--- config.mk ---
export PLATFORM = sky130hd
export DESIGN_NAME = sine_dds_mph
export DESIGN_NICKNAME = d
export VERILOG_FILES = /design/src/rtl/sine_dds_mph.sv
export SDC_FILE = /design/constraint.sdc
export NUM_CORES = 1
export LEC_CHECK = 0
export ABC_CLOCK_PERIOD_IN_PS = 3200
export BUFFER_PORTS_ARGS = -buffer_cell sky130_fd_sc_hd__buf_2
export CORE_ASPECT_RATIO = 2
export CORE_MARGIN = 5
export CORE_UTILIZATION = 40
export DETAILED_ROUTE_END_ITERATION = 16
export HOLD_SLACK_MARGIN = 0.15
export PLACE_DENSITY_LB_ADDON = 0.15
export SLEW_MARGIN = 20
export SYNTH_ARGS = -nofsm -noshare
export SYNTH_HDL_FRONTEND = slang
export SYNTH_SLANG_ARGS = --single-unit
--- constraint.sdc ---
create_clock -name clk_in -period 3.2 [get_ports clk_in]
set_clock_uncertainty 0.2 [all_clocks]
set_input_delay 0.32 -clock clk_in [delete_from_list [all_inputs] [get_ports clk_in]]
set_output_delay 0.32 -clock clk_in [all_outputs]
set_load 0.02 [all_outputs]
--- src/rtl/sine_dds_mph.sv ---
// sine_dds_mph: multi-phase DDS sine reference; one quarter-wave table shared by all channels.
// Define AMPL_SCALE_EN to add ampl_in and a registered amplitude-scaling stage (+1 cycle latency).
module sine_dds_mph #(
  parameter int unsigned PHASE_W = 32,
  parameter int unsigned ADDR_W  = 8,
  parameter int unsigned WIDTH   = 12,
  parameter int unsigned N_CH    = 3
) (
  input  logic                  clk_in,
  input  logic                  rst_n_in,
  input  logic                  en_in,
  input  logic                  tick_in,
  input  logic [PHASE_W-1:0]    ftw_in,
  input  logic                  ovr_clr_in,
  output logic [N_CH*WIDTH-1:0] sine_out,
  output logic                  valid_out,
  output logic                  busy_out,
  output logic                  ovr_out
`ifdef AMPL_SCALE_EN
  ,
  input  logic [WIDTH-1:0]      ampl_in
`endif
);

  localparam int unsigned Q  = 1 << (ADDR_W - 2);
  localparam int unsigned CW = (N_CH > 1) ? $clog2(N_CH) : 1;
  localparam logic [WIDTH-1:0]   MID     = {1'b1, {(WIDTH-1){1'b0}}};
  localparam logic [PHASE_W:0]   PH_FULL = {1'b1, {PHASE_W{1'b0}}};
  localparam logic [PHASE_W:0]   OFFS_X  = PH_FULL / (PHASE_W+1)'(N_CH);
  localparam logic [PHASE_W-1:0] OFFS    = OFFS_X[PHASE_W-1:0];

  // Table entry j = round((MID-1)*sin(2*pi*j/2^ADDR_W)), evaluated at elaboration in Q30 fixed point.
  function automatic logic [WIDTH-2:0] quarter_sine(input int unsigned j);
    longint pi_q, x, x2, term, sum, r;
    pi_q = 64'sd3373259426;
    x    = (pi_q * longint'(j)) / longint'(2 * Q);
    x2   = (x * x) >>> 30;
    term = x;
    sum  = x;
    for (int unsigned n = 1; n <= 8; n++) begin
      term = -((term * x2) >>> 30) / longint'((2 * n) * (2 * n + 1));
      sum  = sum + term;
    end
    r = (sum * longint'((1 << (WIDTH - 1)) - 1) + (longint'(1) <<< 29)) >>> 30;
    return (WIDTH-1)'(r);
  endfunction

  logic [WIDTH-2:0] rom [0:Q];
  for (genvar j = 0; j <= int'(Q); j++) begin : g_rom
    assign rom[j] = quarter_sine(j);
  end

  typedef enum logic [1:0] {S_IDLE, S_FETCH, S_DRAIN, S_DONE} state_t;
  state_t state, state_nx;

  logic [PHASE_W-1:0] acc, ph;
  logic [CW-1:0]      ch;
  logic               ch_last, accept, drop, commit;
  logic [ADDR_W-1:0]  k;
  logic [ADDR_W-3:0]  low;
  logic [ADDR_W-2:0]  rom_addr;

  logic               r_vld, r_neg, r_last;
  logic [CW-1:0]      r_ch;
  logic [WIDTH-2:0]   r_mag;

  logic               m_vld, m_neg, m_last;
  logic [CW-1:0]      m_ch;
  logic [WIDTH-2:0]   m_mag;

  logic               f_last;
  logic [WIDTH-1:0]   shadow [N_CH];

  assign k        = ph[PHASE_W-1 -: ADDR_W];
  assign low      = k[ADDR_W-3:0];
  assign rom_addr = k[ADDR_W-2] ? (ADDR_W-1)'(Q) - {1'b0, low} : {1'b0, low};
  assign ch_last  = (ch == CW'(N_CH - 1));

  always_comb begin
    state_nx  = state;
    accept    = 1'b0;
    commit    = 1'b0;
    valid_out = 1'b0;
    busy_out  = (state != S_IDLE);
    drop      = tick_in && en_in && (state != S_IDLE);
    case (state)
      S_IDLE: begin
        if (tick_in && en_in) begin
          accept   = 1'b1;
          state_nx = S_FETCH;
        end
      end
      S_FETCH: if (ch_last) state_nx = S_DRAIN;
      S_DRAIN: begin
        if (f_last) begin
          commit   = 1'b1;
          state_nx = S_DONE;
        end
      end
      S_DONE: begin
        valid_out = 1'b1;
        state_nx  = S_IDLE;
      end
      default: state_nx = S_IDLE;
    endcase
  end

  always_ff @(posedge clk_in or negedge rst_n_in) begin
    if (!rst_n_in) begin
      state   <= S_IDLE;
      acc     <= '0;
      ph      <= '0;
      ch      <= '0;
      ovr_out <= 1'b0;
    end else begin
      state <= state_nx;
      if (accept) begin
        acc <= acc + ftw_in;
        ph  <= acc + ftw_in;
        ch  <= '0;
      end else if (state == S_FETCH) begin
        ph <= ph + OFFS;
        ch <= ch + CW'(1);
      end else if (state == S_IDLE && !en_in) begin
        acc <= '0;
      end
      if (drop)
        ovr_out <= 1'b1;
      else if (ovr_clr_in)
        ovr_out <= 1'b0;
    end
  end

  always_ff @(posedge clk_in or negedge rst_n_in) begin
    if (!rst_n_in) begin
      r_vld  <= 1'b0;
      r_neg  <= 1'b0;
      r_last <= 1'b0;
      r_ch   <= '0;
      r_mag  <= '0;
    end else begin
      r_vld  <= (state == S_FETCH);
      r_last <= (state == S_FETCH) && ch_last;
      r_neg  <= k[ADDR_W-1];
      r_ch   <= ch;
      r_mag  <= rom[rom_addr];
    end
  end

`ifdef AMPL_SCALE_EN
  logic [2*WIDTH-1:0] prod;
  assign prod = (2*WIDTH)'(r_mag) * (2*WIDTH)'(ampl_in);

  always_ff @(posedge clk_in or negedge rst_n_in) begin
    if (!rst_n_in) begin
      m_vld  <= 1'b0;
      m_neg  <= 1'b0;
      m_last <= 1'b0;
      m_ch   <= '0;
      m_mag  <= '0;
    end else begin
      m_vld  <= r_vld;
      m_neg  <= r_neg;
      m_last <= r_last;
      m_ch   <= r_ch;
      m_mag  <= (WIDTH-1)'(prod >> WIDTH);
    end
  end
`else
  assign m_vld  = r_vld;
  assign m_neg  = r_neg;
  assign m_last = r_last;
  assign m_ch   = r_ch;
  assign m_mag  = r_mag;
`endif

  // Fold writes straight into the shadow so the last channel commits one cycle later.
  always_ff @(posedge clk_in or negedge rst_n_in) begin
    if (!rst_n_in) begin
      f_last <= 1'b0;
      shadow <= '{default: MID};
    end else begin
      f_last <= m_vld && m_last;
      if (m_vld)
        shadow[m_ch] <= m_neg ? MID - {1'b0, m_mag} : MID + {1'b0, m_mag};
    end
  end

  always_ff @(posedge clk_in or negedge rst_n_in) begin
    if (!rst_n_in) begin
      sine_out <= {N_CH{MID}};
    end else if (commit) begin
      for (int unsigned i = 0; i < N_CH; i++)
        sine_out[i*WIDTH +: WIDTH] <= shadow[i];
    end
  end

endmodule

# Word level (Yosys, flattened, before mapping)
# Memory sizes are Yosys's and may differ from the RTL's. A register that Yosys moved wholly into a read port is not among the register bits.
# Index checks and enable logic that the tools add are counted.
[word_totals]
register_bits = 147
latch_bits = 0
mem_bits_rw = 0
romBits = 1408
inputBits = 37
output_inout_bits = 39
elab_cells = 71
mem_count = 1
[classes]
n_addsub = 6
mul = 0
div = 0
n_lt_le_gt_ge = 2
eq_ne = 8
shift = 0
n_mux = 23
bitwise_logic = 2
reduce_logical = 15
[mem_list]
columns = ["memory", "depth", "width", "rd", "rd_clocked_by_memory_dff", "wr", "line", "text"]
rows = [
  ["(no name shown)", 128, 11, 1, 1, 0, "146", "r_mag <= rom[rom_addr];"],
]
[ops]
columns = ["op", "n"]
rows = [
  ["32-bit two-way mux", 5],
  ["36-bit bitwise mux", 1],
  ["32-bit by 31-bit adder with 32-bit output (second input constant)", 1],
  ["32-bit adder", 1],
  ["12-bit demux with 2-bit select", 1],
  ["12-bit two-way mux", 2],
  ["12-bit by 11-bit adder with 12-bit output (first input constant)", 1],
  ["12-bit by 11-bit subtractor with 12-bit output (first input constant)", 1],
  ["2-bit two-way mux", 5],
  ["2-bit inequality test (second input constant)", 4],
  ["7-bit NOT with 8-bit output", 1],
  ["2-bit case mux with 4 select lines", 1],
  ["2-bit nonzero test", 4],
  ["1-bit two-way mux", 7],
  ["7-bit two-way mux", 1],
  ["7-bit by 6-bit subtractor with 7-bit output (first input constant)", 1],
  ["2-bit == test (second input constant)", 3],
  ["1-bit logical AND", 6],
  ["3-bit >= comparator (second input constant)", 1],
  ["3-bit by 1-bit < comparator with 1-bit output (second input constant)", 1],
  ["2-bit NOT with 3-bit output", 1],
  ["3-bit AND reduction", 1],
  ["2-bit by 1-bit adder with 2-bit output (second input constant)", 1],
  ["2-bit by 1-bit == test with 1-bit output (second input constant)", 1],
  ["other kinds (3)", 4],
]

# Longest topological paths before layout
# Gate-level depths: netlist (run 1).
[depth]
word_depth = 6
depth_mapped = 13
ltp_nobuf = 11

# Worst setup path after synthesis (run 1)
# Ideal clock, no wire load.
[synth_path]
path_type = "register to register"
from = "register ph[24]"
to = "register r_mag[0], in the netlist m_mag[0]"
setup_ns = 0.133
t_arrival_ns = 2.632
required_ns = 2.867
slack_ns = 0.235
stages_incl_launch_ff = 13
path_buffers = 1
period_less_slack_ns = 2.965
cell_sequence = "dfrtp_1 buf_2 inv_1 ha_1 nand2_1 o21ai_1 ha_1 nor2_1 or2_2 a221oi_1 a21oi_1 o21ai_0 nand2_1"
[synth_via]
elab_chain_len = 3
[synth_rtl]
columns = ["element", "line", "text"]
rows = [
  ["start, declared", "56", "logic [PHASE_W-1:0] acc, ph;"],
  ["start signal, assigned", "119", "ph <= acc + ftw_in;"],
  ["start signal, assigned", "122", "ph <= ph + OFFS;"],
  ["7-bit by 6-bit subtractor with 7-bit output", "76", "assign rom_addr = k[ADDR_W-2] ? (ADDR_W-1)'(Q) - {1'b0, low} : {1'b0, low};"],
  ["7-bit two-way mux (*)", "76", ""],
  ["7-bit NOT with 8-bit output (implied by the code) (*)", "146", ""],
  ["end, declared", "65", "logic [WIDTH-2:0] r_mag;"],
]
# Every way passes the cells marked *; elsewhere a longest branch is shown, timed or not.
# A chain may end at the register's enable or synchronous reset.

# Worst setup path after layout (run 1)
[layout_path]
from = "register acc[0]"
to = "register ph[22]"
[layout_via]
elab_chain_len = 2
[layout_rtl]
columns = ["element", "line", "text"]
rows = [
  ["start, declared", "56", ""],
  ["start signal, assigned", "118", "acc <= acc + ftw_in;"],
  ["32-bit adder", "119", ""],
  ["32-bit two-way mux", "117", "if (accept) begin"],
]
# No other way between the ends.

==> results of run 1 <==
[flip-flops by register name, indices dropped and copies added, names as in the netlist, 2 cells and up]
| name | flops |
|---|---|
| sine_out | 36 |
| shadow | 36 |
| state | 2 |
| m_mag | 11 |
| m_ch | 2 |
| ch | 2 |
| acc | 32 |
| ph | 32 |
[synthesized netlist by cell type (16+ instances only)]
master	instances	share of area
xnor2_1	36	0.033
o211ai_1	17	0.013
a21oi_1	73	0.038
nand3_1	21	0.011
dfrtp_1	152	0.40
nor2_1	78	0.031
inv_1	34	0.013
xor2_1	30	0.028
mux2_2	38	0.045
o21ai_0	112	0.059
ha_1	53	0.070
nor3_1	16	0.0084
nand2_1	123	0.048
clkbuf_1	40	0.016
[where the power goes]
group | switching, mW | internal, mW
Sequential | 0.670 | 2.87
Clock | 0.946 | 1.04
Combinational | 4.78 | 3.25
[worst reg2reg max path, cell delays in order (launching register included)]
cell	delay, ns
dfrtp_1	0.39
ha_1	0.23
fa_1	0.43
a21oi_2	0.17
nand4b_1	0.16
a211oi_2	0.13
o211ai_1	0.34
a21oi_2	0.15
buf_4	0.16
o211ai_1	0.32
a211oi_1	0.13
nor3b_1	0.18
[cell families (layout without fill, tap and decap cells)]
kind of cell,count (synthesis),after routing,synth area share
flops,158,158,0.416
buf+inv,82,210,0.0331
simple gates,309,309,0.149
mux,47,47,0.0558
xor+xnor,67,67,0.0630
fa+ha+maj,54,54,0.0717
compound gates,319,319,0.212
[repair_timing]
item / in CTS / in global routing
endpoints found under the hold margin: 158 / 0
resized for setup: 0 / 4
hold buffers: 6 / 0
setup endpoints to repair: 0 / 10
[per-layer routing]
| metal | vias up | GRT usage | routed length [µm] |
|---|---|---|---|
| met5 | - | 0 | 0 |
| met4 | 0 | 0.111 | 1300 |
| met3 | 65 | 0.0359 | 787 |
| met2 | 169 | 0.373 | 14400 |
| met1 | 3869 | 0.198 | 9650 |
| li1 | 3961 | - | - |
[how the worst max path moves through the flow]
stage | from | endpoint | slack [ns] | cells past startpoint
after floorplan | ph[24] | m_mag[0] | 0.23 | 12
final | acc[0] | ph[22] | 0.12 | 11
after CTS | ftw_in[1] | acc[31] | 0.04 | 13
after global routing | ftw_in[1] | acc[31] | 0.007 | 13
after global placement | ftw_in[6] | ph[31] | 0.10 | 11
after detailed placement | ftw_in[0] | ph[22] | 0.04 | 12
[stage by stage]
stage          std cells  setup WS [ns]  hold slack (ns)  power (mW)  cell area (µm²)
2_1_floorplan       1036          0.235           -0.176        8.82             9530
3_3_place_gp        1413          0.101           0.0799        11.5            10600
3_5_place_dp        1413         0.0448           0.0839        11.5            10600
4_1_cts             1451         0.0410            0.168        13.6            11300
5_1_grt             1451        0.00726            0.196        14.7            11300
6_report            1451          0.124            0.158        13.5            11300
[cell type report]
class,count,share of cell area
Multi-Input combinational cell,796,0.469
Clock buffer,18,0.0381
Clock inverter,14,0.0130
Sequential cell,158,0.352
Inverter,35,0.0117
Timing Repair Buffer,143,0.0849
Tap cell,287,0.0319
==> flow_metrics.tcl, run 1 <==
set metrics [dict create \
    outcome "finished clean" \
    timing.max_cap.violations 0 \
    coreArea_um2 23700 \
    cp_top_family "compound AO/OA/AOI/OAI gates" \
    final_cell_mix "dfrtp_1, nand2_1, o21ai_0, nor2_1, buf_2" \
    cts_buffers 17 \
    hp-class "input pin to asynchronous set/reset pin" \
    placementRows 80 \
    ys_ff_latch 158 \
    hold_viol_final 0 \
    cts.sinks 158 \
    final_common_cell "dfrtp_1" \
    syn2layout_area_growth_pct 18.2 \
    clk_path_buf_depth 2 \
    relSlewSlack 0.344 \
    io_buffers 75 \
    crit_required_ns 3.36 \
    p_leak_nw 5.30 \
    syn_area_um2 9530 \
    wire_per_inst_um 18.0 \
    cts.clk_slew.worst_paths_ns 0.07 \
    seq_area_frac_synth 0.416 \
    grt_overflow 0 \
    clkLatencyLatePin_ns 0.44 \
    synth_fp_nets 1127 \
    drtIter0Drc 436 \
    start_util 0.402 \
    cp.arrival_ns 3.23 \
    crit_type "register to register" \
    cpPeakStageDelay_ns 0.43 \
    synthCells 1036 \
    rrSetupSlack_ns 0.12 \
    multi_input_area_um2 5280 \
    clock_tree.root_cell "clkbuf_16" \
    postCtsSetupBuffers 0 \
    drc_errors 0 \
    final_core_util 0.475 \
    first_pass_iters 5 \
    antenna_found_initial 0 \
    drv_slew 0 \
    synth_async_sr_flop_share 1.00 \
    grt_max_degree 60 \
    yosysWarnings 0 \
    hpwl_mm 20.0 \
    crit_path_start_kind "register" \
    dieWidth_um 119 \
    r2r_end "ph[22]" \
    tns_ns 0 \
    die_area_um2 27200 \
    cellPowerDensity_nw_per_um2 1200 \
    r2r_start "acc[0]" \
    regArea_um2 3960 \
    finalWirelength_mm 26.2 \
    postRouteAntennaNets 0 \
    irDropWorstVdd_uv 471 \
    clock.fmax_mhz 325 \
    first_global_vias 8342 \
    timing.final.crit_share 0.961 \
    vias 8064 \
    tightest_slew_ns 0.977 \
    synth_cell_types 78 \
    min_period_ns 3.08 \
    grt_setup_unrepaired "no" \
    cp-end-kind "register" \
    die-height_um 228 \
    path_max_fanout 4 \
    setup_viol 0 \
    via_per_inst 5.56 \
    rr_worst_depth 11 \
    diodes 0 \
    path_cells "ha_1 -> fa_1 -> a21oi_2 -> nand4b_1 -> a211oi_2 -> o211ai_1 -> a21oi_2 -> buf_4 -> o211ai_1 -> a211oi_1 -> nor3b_1" \
    drive_above_1_share 0.204 \
    cts_tree "done" \
    track_usage 0.197 \
    grt_pass1_wl_mm 42.5 \
    path_buf_inv 1 \
    avgSynthCellArea_um2 9.20 \
    ys_dominant_reg_cell "dfrtp_1" \
    h-tree-depth 4 \
    boundaryPins 76 \
    synth_edf_count 0 \
    gp_congestion 0.922 \
    fillers 2360 \
    critical_path.slowest_cell "fa_1" \
    fin_nets 1242 \
]
Note: power is estimated with default switching activity, not from simulation.
==> run 2: changes to the inputs <==
--- a/config.mk
+++ b/config.mk
@@ -7,12 +7,13 @@
 export LEC_CHECK = 0
 export ABC_CLOCK_PERIOD_IN_PS = 3200
 export BUFFER_PORTS_ARGS = -buffer_cell sky130_fd_sc_hd__buf_2
-export CORE_ASPECT_RATIO = 2
+export CORE_ASPECT_RATIO = 0.7
 export CORE_MARGIN = 5
 export CORE_UTILIZATION = 40
 export DETAILED_ROUTE_END_ITERATION = 16
 export HOLD_SLACK_MARGIN = 0.15
 export PLACE_DENSITY_LB_ADDON = 0.15
+export SETUP_SLACK_MARGIN = 0.05
 export SLEW_MARGIN = 20
 export SYNTH_ARGS = -nofsm -noshare
 export SYNTH_HDL_FRONTEND = slang
==> run 2 against run 1 <==
Critical path depth decreased by 1. Sequential share of layout area decreased by 0.32 points. Maximum frequency increased by 1.8%. Combinational power decreased by 2%. Global-route usage decreased by 0.80 points. Utilization increased by 0.84 points. Via count increased by 0.32%. Critical endpoint is now ph[31]. Largest cell class unchanged. Largest power group unchanged. Highest routed layer unchanged.
==> flow_metrics.tcl, run 2 (synthesis results as in run 1) <==
set metrics [dict create \
    clkLatencyLatePin_ns 0.43 \
    postRouteAntennaNets 0 \
    p_sw_frac 0.475 \
    crit_path_start_kind "register" \
    io_buffers 75 \
    grt_pass1_wl_mm 41.8 \
    pwr-share-seq 0.265 \
    power.internal_mw 7.07 \
    gp_congestion 0.870 \
    critical_path.slowest_cell "dfrtp_1" \
    cp_top_family "compound AO/OA/AOI/OAI gates" \
    tns_ns 0 \
    via_per_inst 5.49 \
    setup_viol 0 \
    dr.max_layer_used "met4" \
    final_cell_mix "dfrtp_1, nand2_1, o21ai_0, nor2_1, buf_2" \
    vias 8090 \
    cellPowerDensity_nw_per_um2 1180 \
    min_period_ns 3.02 \
    reg.largest.list "shadow x36, sine_out x36" \
    fin_nets 1234 \
    path_cells "ha_1 -> inv_1 -> nor3_4 -> nand4b_1 -> a2111oi_4 -> buf_4 -> nor4_1 -> a311o_1 -> xnor3_1 -> mux2_1" \
    crit_type "register to register" \
    met1Wirelength_mm 13.3 \
    p_sw_mw 6.39 \
    dieWidth_um 195 \
    irDropWorstVdd_uv 985 \
    placementRows 47 \
    relSlewSlack 0.428 \
    coreArea_um2 23500 \
    start_util 0.405 \
    h-tree-depth 4 \
    grt_max_degree 77 \
    dp.cells 1433 \
    p_leak_nw 5.27 \
    drive_above_1_share 0.208 \
    final_cells 1474 \
    cts_tree "done" \
    critPathLaunch "acc[10]" \
    final_common_cell "dfrtp_1" \
    outcome "finished clean" \
    cpPeakStageDelay_ns 0.39 \
    first_pass_iters 5 \
    clock_tree.root_cell "clkbuf_16" \
    combPwrFrac 0.584 \
    clock.fmax_mhz 331 \
    clk_path_buf_depth 2 \
    crit_required_ns 3.31 \
    antenna_found_initial 0 \
    cp.arrival_ns 3.13 \
    drtIter0Drc 717 \
    drv_slew 0 \
    clkPwrFrac 0.151 \
    path_max_fanout 4 \
    track_usage 0.189 \
    cts_buffers 17 \
    first_global_vias 7662 \
    route.met3.wl_mm 1.37 \
    die-height_um 139 \
    diodes 0 \
    cts.sinks 158 \
    cp-end-kind "register" \
    grt_setup_unrepaired "yes" \
    wl_met2_mm 10.6 \
    timing.max_cap.violations 0 \
    timing.final.crit_share 0.944 \
    path_buf_inv 2 \
    syn2layout_area_growth_pct 19.3 \
    hpwl_mm 18.2 \
    grt_overflow 0 \
    hp-class "input pin to asynchronous set/reset pin" \
    die_area_um2 27100 \
    boundaryPins 76 \
    r2r_start "acc[10]" \
    fillers 2253 \
    wire_per_inst_um 17.3 \
    drc_errors 0 \
    hold_viol_final 0 \
    tightest_slew_ns 0.856 \
    cts.clk_slew.worst_paths_ns 0.08 \
    finalWirelength_mm 25.6 \
]
run 2: cell count changes in the layout (fill, tap and decap cells not counted), moves of 2 or more:
cell / previous run / this run
buf_4: 58 / 52
ha_1: 53 / 48
ha_4: 0 / 5
inv_6: 4 / 1
clkinv_8: 2 / 4
dlygate4sd3_1: 6 / 4
run 2: per-stage QoR:
stage               hold WS [ns]  setup WS [ns]  area (µm²)  total power, mW  utilization
floorplan                 -0.176          0.235        9530             8.82            -
detailed placement         0.125         0.0803       10600             11.2        0.449
CTS                        0.186         0.0989       11200             13.3        0.477
global placement           0.129          0.124       10600             11.2        0.449
finish                     0.214          0.179       11400             13.5        0.483
global route               0.203        -0.0116       11400             14.6        0.483
run 2: power by group through the flow:
stage,clock [mW],sequential [mW],combinational (mW)
CTS,2.10,3.55,7.65
finish,2.04,3.57,7.85
detailed placement,0,3.58,7.59
global route,2.20,3.69,8.72
floorplan,0,3.50,5.33
global placement,0,3.58,7.61
run 2: area by class of cell:
| cell class | instances | area [µm²] | share of cell area |
|---|---|---|---|
| sequential | 158 | 3960 | 0.348 |
| multi-input combinational | 796 | 5400 | 0.475 |
| tap | 318 | 398 | 0.0350 |
| clock buffer | 17 | 425 | 0.0374 |
| timing repair buffer | 135 | 885 | 0.0778 |
| clock inverter | 15 | 171 | 0.0151 |
| inverter | 35 | 131 | 0.0116 |
run 2: worst paths after layout:
check,end,slack [ns],cells after the start
min,acc[4],0.21,2
max,ph[31],0.18,10
min in group clk_in,ovr_out,0.21,3
max reg2reg,ph[31],0.18,10
max in group asynchronous,sine_out[11],1.73,3
min reg2reg,m_ch[1],0.21,0
run 2: per-layer routing:
metal | vias to the layer above | track usage
met5 | - | 0
met4 | 0 | 0.0422
met3 | 27 | 0.0386
met2 | 230 | 0.263
met1 | 3891 | 0.300
li1 | 3942 | -
run 2: timing repair:
| action | CTS | global route |
|---|---|---|
| gates resized for setup | 0 | 20 |
| hold endpoints to repair | 62 | 0 |
| setup endpoints to repair | 0 | 13 |
| hold buffers | 5 | 0 |
| setup buffers | 0 | 4 |
==> run 3: changes to the inputs <==
--- a/config.mk
+++ b/config.mk
@@ -12,7 +12,7 @@
 export CORE_UTILIZATION = 40
 export DETAILED_ROUTE_END_ITERATION = 16
 export HOLD_SLACK_MARGIN = 0.15
-export PLACE_DENSITY_LB_ADDON = 0.15
+export PLACE_DENSITY_LB_ADDON = 0.3
 export SETUP_SLACK_MARGIN = 0.05
 export SLEW_MARGIN = 20
 export SYNTH_ARGS = -nofsm -noshare
==> run 3 against run 2 <==
Count of clock-buffer cells in the layout did not move. Non-clock buffer count rose by 1. Largest power group unchanged. Hold slack got worse by 0.020 ns. First-iteration DRC count rose by 4.3%.
==> flow_metrics.tcl, run 3 (synthesis results as in run 1) <==
set metrics [dict create \
    crit_path_start_kind "register" \
    h-tree-depth 4 \
    grt_overflow 0 \
    cpMostUsedCell "buf_4" \
    clkPwrFrac 0.150 \
    drv_slew 0 \
    critPathLaunch "acc[1]" \
    cts.clk_slew.worst_paths_ns 0.08 \
    path_cells "ha_4 -> a211oi_2 -> o211ai_2 -> nand4b_1 -> a2111oi_2 -> buf_4 -> nor4_1 -> a311o_1 -> buf_4 -> xnor2_1 -> o311ai_1" \
    die-height_um 139 \
    cellPowerDensity_nw_per_um2 1190 \
    postRouteAntennaNets 0 \
    drc_errors 0 \
    clock_tree.root_cell "clkbuf_16" \
    clock.fmax_mhz 327 \
    grt_setup_unrepaired "yes" \
    cp-end-kind "register" \
    placementRows 47 \
    diodes 0 \
    io_buffers 75 \
    cp.arrival_ns 3.17 \
    hold_viol_final 0 \
    relSlewSlack 0.420 \
    grt_max_degree 74 \
    fin_nets 1235 \
    track_usage 0.187 \
    dp_slack_ns 0.0767 \
    final_cells 1475 \
    tns_ns 0 \
    boundaryPins 76 \
    start_util 0.405 \
    finalWirelength_mm 25.5 \
    cpPeakStageDelay_ns 0.45 \
    final_common_cell "dfrtp_1" \
    gp_congestion 0.933 \
    via_per_inst 5.54 \
    outcome "finished clean" \
    crit_required_ns 3.32 \
    cts.sinks 158 \
    coreArea_um2 23500 \
    hpwl_mm 18.3 \
    first_global_vias 7825 \
    p_sw_mw 6.43 \
    crit_type "register to register" \
    power.internal_mw 7.10 \
    syn2layout_area_growth_pct 19.4 \
    dp.cells 1434 \
    die_area_um2 27100 \
    timing.final.crit_share 0.955 \
    p_leak_nw 5.26 \
    vias 8173 \
    dieWidth_um 195 \
    drive_above_1_share 0.213 \
    reg.largest.list "shadow x36, sine_out x36" \
    cts_tree "done" \
    timing.max_cap.violations 0 \
    pwr-share-seq 0.267 \
    fin_hold_ws_ns 0.194 \
    wire_per_inst_um 17.3 \
    clk_path_buf_depth 2 \
    min_period_ns 3.06 \
    clkLatencyLatePin_ns 0.43 \
    grt_pass1_wl_mm 41.6 \
    setup_viol 0 \
    antenna_found_initial 2 \
    cts_buffers 17 \
    finalPower_mw 13.5 \
    r2r_start "acc[1]" \
    critical_path.slowest_cell "dfrtp_2" \
    drtIter0Drc 748 \
    combPwrFrac 0.583 \
    finalWorstSetupSlack_ns 0.144 \
    p_sw_frac 0.475 \
    irDropWorstVdd_uv 557 \
    tightest_slew_ns 0.867 \
    hp-class "input pin to asynchronous set/reset pin" \
    path_max_fanout 3 \
    final_cell_mix "dfrtp_1, nand2_1, o21ai_0, nor2_1, buf_2" \
    first_pass_iters 5 \
]
-- run 3: cell count changes in the layout (fill, tap and decap cells not counted), moves of 2 or more --
cell and delta:
clkinv_8 -2, inv_6 +3, ha_1 -3, ha_4 +3
-- run 3: path summary, 6_finish.rpt --
check                      endpoint  slack [ns]  cells after the start
hold / removal               acc[4]        0.19                      2
max in group asynchronous    ph[31]        1.71                      3
setup / recovery            acc[31]        0.14                     11
min in group clk_in         acc[22]        0.20                      4
hold reg to reg             m_ch[1]        0.22                      0
setup reg to reg            acc[31]        0.14                     11
-- run 3: routing by layer --
layer	track usage	share of wire	vias up
met5	0	0.00082	-
met1	0.285	0.50	3959
met2	0.267	0.43	240
met4	0.0429	0.0090	4
met3	0.0457	0.062	24
li1	-	-	3946
-- run 3: power groups by stage --
stage | combinational, mW | clock (mW) | sequential, mW
after floorplan | 5.33 | 0 | 3.50
after global placement | 7.52 | 0 | 3.59
after detailed placement | 7.57 | 0 | 3.61
after CTS | 7.65 | 2.09 | 3.58
after global routing | 8.71 | 2.18 | 3.73
final | 7.89 | 2.03 | 3.61
-- run 3: layout make-up --
cell class / instances / area, µm²
clock buffers: 17 / 425
clock inverters: 15 / 160
fillers: 2209 / 12100
inverters: 35 / 131
multi-input cells: 796 / 5420
flip-flops and latches: 158 / 3960
well taps: 318 / 398
repair buffers: 136 / 890
-- run 3: timing repair --
action,4_1_cts,5_1_grt
setup endpoints to repair,0,15
hold buffers,5,0
gates resized for setup,0,22
buffers inserted,0,4
hold endpoints to repair,111,0
-- run 3: critical path: cells and delay by family, from the launching register on --
kind | cells | cell delay [ns]
AO/OA/AOI/OAI | 5 | 1.25
AND/OR/NAND/NOR | 2 | 0.29
adder cells (fa/ha/maj) | 1 | 0.29
XOR/XNOR | 1 | 0.11
buffers and inverters | 2 | 0.34
flip-flops | 1 | 0.45
-- run 3: stage by stage --
stage	cell area (µm²)	util
final	11400	0.484
after global routing	11400	0.484
after CTS	11200	0.476
after detailed placement	10600	0.449
after global placement	10600	0.449
after floorplan	9530	-
